`src/rtl/seq_divider.sv`:
```
// seq_divider: 32-bit restoring shift-subtract divider, 33-cycle latency.
// Optional macro DIV_SIGNED_EN adds signed_op and truncating signed division.
module seq_divider (
  input  logic        clk,
  input  logic        rst,
  input  logic        start,
  input  logic [31:0] dividend,
  input  logic [31:0] divisor,
`ifdef DIV_SIGNED_EN
  input  logic        signed_op,
`endif
  output logic        busy,
  output logic        done,
  output logic [31:0] quotient,
  output logic [31:0] remainder,
  output logic        div_zero
);

  typedef enum logic [1:0] {IDLE, RUN, DONE} state_t;

  state_t      state;
  logic [4:0]  cnt;
  logic [31:0] rem_r;
  logic [31:0] q_r;
  logic [31:0] dvs_r;
  logic        neg_q;
  logic        neg_r;
  logic        dz;

  logic        sgn;
`ifdef DIV_SIGNED_EN
  assign sgn = signed_op;
`else
  assign sgn = 1'b0;
`endif

  // Signed operation divides magnitudes and fixes signs on the way out.
  logic        neg_a;
  logic        neg_b;
  logic [31:0] mag_a;
  logic [31:0] mag_b;

  assign neg_a = sgn & dividend[31];
  assign neg_b = sgn & divisor[31];
  assign mag_a = neg_a ? (~dividend + 32'd1) : dividend;
  assign mag_b = neg_b ? (~divisor + 32'd1) : divisor;

  logic [32:0] shl;
  logic [32:0] trial;
  logic [31:0] rem_nx;
  logic [31:0] q_nx;

  assign shl    = {rem_r, q_r[31]};
  assign trial  = shl - {1'b0, dvs_r};
  assign rem_nx = trial[32] ? shl[31:0] : trial[31:0];
  assign q_nx   = {q_r[30:0], ~trial[32]};

  always_ff @(posedge clk) begin
    if (rst) begin
      state     <= IDLE;
      busy      <= 1'b0;
      done      <= 1'b0;
      quotient  <= 32'd0;
      remainder <= 32'd0;
      div_zero  <= 1'b0;
      cnt       <= 5'd0;
      rem_r     <= 32'd0;
      q_r       <= 32'd0;
      dvs_r     <= 32'd0;
      neg_q     <= 1'b0;
      neg_r     <= 1'b0;
      dz        <= 1'b0;
    end else begin
      done <= 1'b0;
      unique case (state)
        IDLE: begin
          if (start) begin
            div_zero <= 1'b0;
            cnt      <= 5'd0;
            if (divisor == 32'd0) begin
              q_r   <= 32'hFFFF_FFFF;
              rem_r <= dividend;
              neg_q <= 1'b0;
              neg_r <= 1'b0;
              dz    <= 1'b1;
              state <= DONE;
            end else begin
              q_r   <= mag_a;
              rem_r <= 32'd0;
              dvs_r <= mag_b;
              neg_q <= neg_a ^ neg_b;
              neg_r <= neg_a;
              dz    <= 1'b0;
              state <= RUN;
            end
          end
        end
        RUN: begin
          busy  <= 1'b1;
          rem_r <= rem_nx;
          q_r   <= q_nx;
          if (cnt == 5'd31) begin
            state <= DONE;
          end else begin
            cnt <= cnt + 5'd1;
          end
        end
        DONE: begin
          busy      <= 1'b0;
          done      <= 1'b1;
          quotient  <= neg_q ? (~q_r + 32'd1) : q_r;
          remainder <= neg_r ? (~rem_r + 32'd1) : rem_r;
          div_zero  <= dz;
          state     <= IDLE;
        end
        default: state <= IDLE;
      endcase
    end
  end

endmodule

```
`config.mk`:
```
export PLATFORM = sky130hd
export DESIGN_NAME = seq_divider
export DESIGN_NICKNAME = d
export VERILOG_FILES = /design/src/rtl/seq_divider.sv
export SDC_FILE = /design/constraint.sdc
export NUM_CORES = 1
export LEC_CHECK = 0
export BUFFER_PORTS_ARGS = -buffer_cell sky130_fd_sc_hd__buf_4
export CORE_MARGIN = 4
export CORE_UTILIZATION = 30
export CTS_CLUSTER_DIAMETER = 40
export DETAILED_ROUTE_END_ITERATION = 12
export HOLD_SLACK_MARGIN = 0.1
export SYNTH_ARGS = -nofsm -noshare
export SYNTH_HDL_FRONTEND = slang
export SYNTH_SLANG_ARGS = --single-unit
```
`constraint.sdc`:
```
create_clock -name clk -period 3.9 [get_ports clk]
set_clock_uncertainty 0.1 [all_clocks]
set_input_delay 0.195 -clock clk [delete_from_list [all_inputs] [get_ports clk]]
set_output_delay 0.195 -clock clk [all_outputs]
set_load 0.03 [all_outputs]
```
==> flow_metrics.env <==
export IMPL_yosys_area_top_type="dfxtp_1"
export IMPL_synth_top_area_share_pct=37.7
export IMPL_startpoint="q_r[31]"
export IMPL_grt_pass1_wl_mm=43.0
export IMPL_path_class="reg -> reg"
export IMPL_final_common_cell="nor2_1"
export IMPL_numCtsBuffers=17
export IMPL_dp_hpwl_mm=19.9
export IMPL_grt_ovfl_total=0
export IMPL_via_per_inst=5.08
export IMPL_worst_endpoint_required_ps=4120
export IMPL_cp_start_kind="flip-flop"
export IMPL_fin_util_pct=39.3
export IMPL_synth_seq_cells=171
export IMPL_synth_cells=1078
export IMPL_hp_class="in -> reg"
export IMPL_clock_latency_ps=430
export IMPL_synth_seq_area_share_pct=37.7
export IMPL_ioPinCount=134
export IMPL_start_util_pct=30.6
export IMPL_crit_arrival_ps=3770
export IMPL_postCtsSetupRepairBufs=0
export IMPL_design_core_area_mm2=0.0297
export IMPL_fin_setup_tns_ps=0
export IMPL_wire_per_inst_um=16.5
export IMPL_avgSynthCellArea_um2=8.42
export IMPL_synth_edf_count=0
export IMPL_maxSlewViolCount=0
export IMPL_synth_ff_type="dfxtp_1"
export IMPL_rsz0062_at_grt="false"
export IMPL_wl_mm=27.0
export IMPL_die_w_um=182
export IMPL_totalPowerFinal_mw=6.22
export IMPL_end_kind="flip-flop"
export IMPL_port_buffers=133
export IMPL_drc=0
export IMPL_num_rows=63
export IMPL_clockRootBuffer="clkbuf_16"
export IMPL_finalCritPeriodShare_pct=91.0
export IMPL_num_nets_final=1340
export IMPL_holdPathStages=4
export IMPL_drv_cap=0
export IMPL_powerDensity_mw_per_mm2=532
export IMPL_async_reset_ff_share_pct=0
export IMPL_n_antenna_cell=0
export IMPL_vias=8325
export IMPL_status="finished, final reports clean"
export IMPL_rr_worst_depth=12
export IMPL_slew_headroom_pct=31.6
export IMPL_rr_endpoint="rem_r[24]"
export IMPL_dieArea_mm2=0.0331
export IMPL_first_pass_iters=5
export IMPL_syn_num_nets=1183
export IMPL_clkSinkCount=171
export IMPL_worstPathMaxFanout=4
export IMPL_area_growth_pct=28.7
export IMPL_synth_area_leaders="dfxtp_1 38%, mux2i_1 14%, nor2_1 7.7%"
export IMPL_finalHoldViolations=0
export IMPL_clk_pin_slew_ps=70
export IMPL_leakagePower_nw=4.77
export IMPL_yosys_warnings=0
export IMPL_max_stage_delay_ps=530
export IMPL_drtAntennaViolNets=0
export IMPL_ctsHtreeMaxLevel=4
export IMPL_drive_above_1_share_pct=16.2
export IMPL_syn_cell_area_mm2=0.00908
export IMPL_grt_pass1_vias=7907
export IMPL_holdCritStartpoint="dividend[15]"
export IMPL_yosysUniqueCellTypes=65
export IMPL_ir_worst_vdd_mv=0.404
export IMPL_antenna_found_initial=0
export IMPL_layout_cells_most_common_list="186 x nor2_1, 171 x dfxtp_1, 149 x buf_4"
export IMPL_tightestPinTransition_ps=1030
export IMPL_setup_violations_final=0
export IMPL_cp_cell_sequence="inv_1, ha_1, fa_1, nor2b_1, o211ai_1, a21oi_1, o21ai_0, a2111oi_0, buf_4, nor3_1, or4_4, a311oi_2"
export IMPL_reg2reg_from="q_r[31]"
export IMPL_clk_path_buf_depth=2
export IMPL_min_period_ps=3550
export IMPL_hold_end="q_r[15]"
export IMPL_cts_tree="done"
export IMPL_grt_usage_pct=15.9
export IMPL_regToRegSetupSlack_ps=350
export IMPL_cp_slowest_cell="a2111oi_0"
export IMPL_fmax_mhz=282
export IMPL_grt_max_degree=90
export IMPL_gp_congestion=0.866
export IMPL_drt_iter0_drc=606
export IMPL_dieHeight_um=182
-- cells in the mapped netlist (14+ instances only) --
cell type,instances
inv_1,49
nand2_1,48
a21oi_1,75
a21o_1,14
mux2i_1,129
o21ai_0,25
ha_1,37
nor2_1,186
nor4_1,14
dfxtp_1,171
a311oi_1,54
clkbuf_1,59
nand3_1,51
nor3_1,18
-- critical path: cells and delay by family (launching register included) --
| family | cells | cell delay (ps) |
|---|---|---|
| AOI/OAI and AO/OA | 5 | 1460 |
| and+or+nand+nor | 3 | 630 |
| adders and majority gates | 2 | 620 |
| DFF | 1 | 390 |
| buffers and inverters | 2 | 260 |
-- metrics by stage --
stage / area [µm²] / hold slack, ps / setup WS, ps / std cells
global placement: 10500 / 334 / 417 / 1542
global route: 11700 / 264 / 66.5 / 1638
finish: 11700 / 235 / 352 / 1638
floorplan: 9080 / 239 / 835 / 1078
detailed placement: 10500 / 345 / 375 / 1542
CTS: 11700 / 203 / 331 / 1638
-- per-layer routing --
layer	vias to the layer above	GRT usage [%]	part of all wire [%]
met4	0	3.99	1.2
met1	3919	22.6	49
met5	-	0	0
li1	4168	-	-
met3	19	2.96	5.4
met2	219	24.8	44
-- worst max path at each step --
stage,end,depth (start not counted),slack (ps)
4_1_cts,rem_r[24],12,330
5_1_grt,rem_r[26],13,70
3_3_place_gp,rem_r[24],12,420
6_report,rem_r[24],12,350
3_5_place_dp,rem_r[24],12,380
2_1_floorplan,rem_r[24],13,840
-- power breakdown --
group          switching (mW)  total, mW  internal (mW)
clock                   0.754       1.66          0.911
combinational            1.44       2.45           1.01
sequential              0.173       2.10           1.92
-- flip-flops by register name (all words and copies together), names as in the netlist, 2 cells and up --
signal	count
cnt	5
dvs_r	32
q_r	32
quotient	32
rem_r	32
remainder	32
state	2
-- final cells by class --
type | count | area, µm²
Tap cell | 390 | 488
Clock inverter | 14 | 136
Inverter | 50 | 188
Clock buffer | 18 | 439
Fill cell | 2949 | 18000
Sequential cell | 171 | 3420
Timing Repair Buffer | 216 | 1820
Multi-Input combinational cell | 779 | 5190
-- kinds of logic (layout without fill, tap and decap cells) --
logic type | count (synthesis) | count (layout) | synth area share (%)
multiplexers | 131 | 131 | 14.5
buffers and inverters | 128 | 298 | 5.54
XOR/XNOR | 23 | 23 | 2.22
AO/OA/AOI/OAI | 221 | 221 | 16.7
AND/OR/NAND/NOR | 366 | 366 | 18.0
flip-flops | 171 | 171 | 37.7
adder cells (fa/ha/maj) | 38 | 38 | 5.32
-- timing repair --
item                      4_1_cts  5_1_grt
hold endpoints to repair       80        0
hold buffers                   64        0
gates resized for setup         0        0
Power figures use the tool's default switching activity.
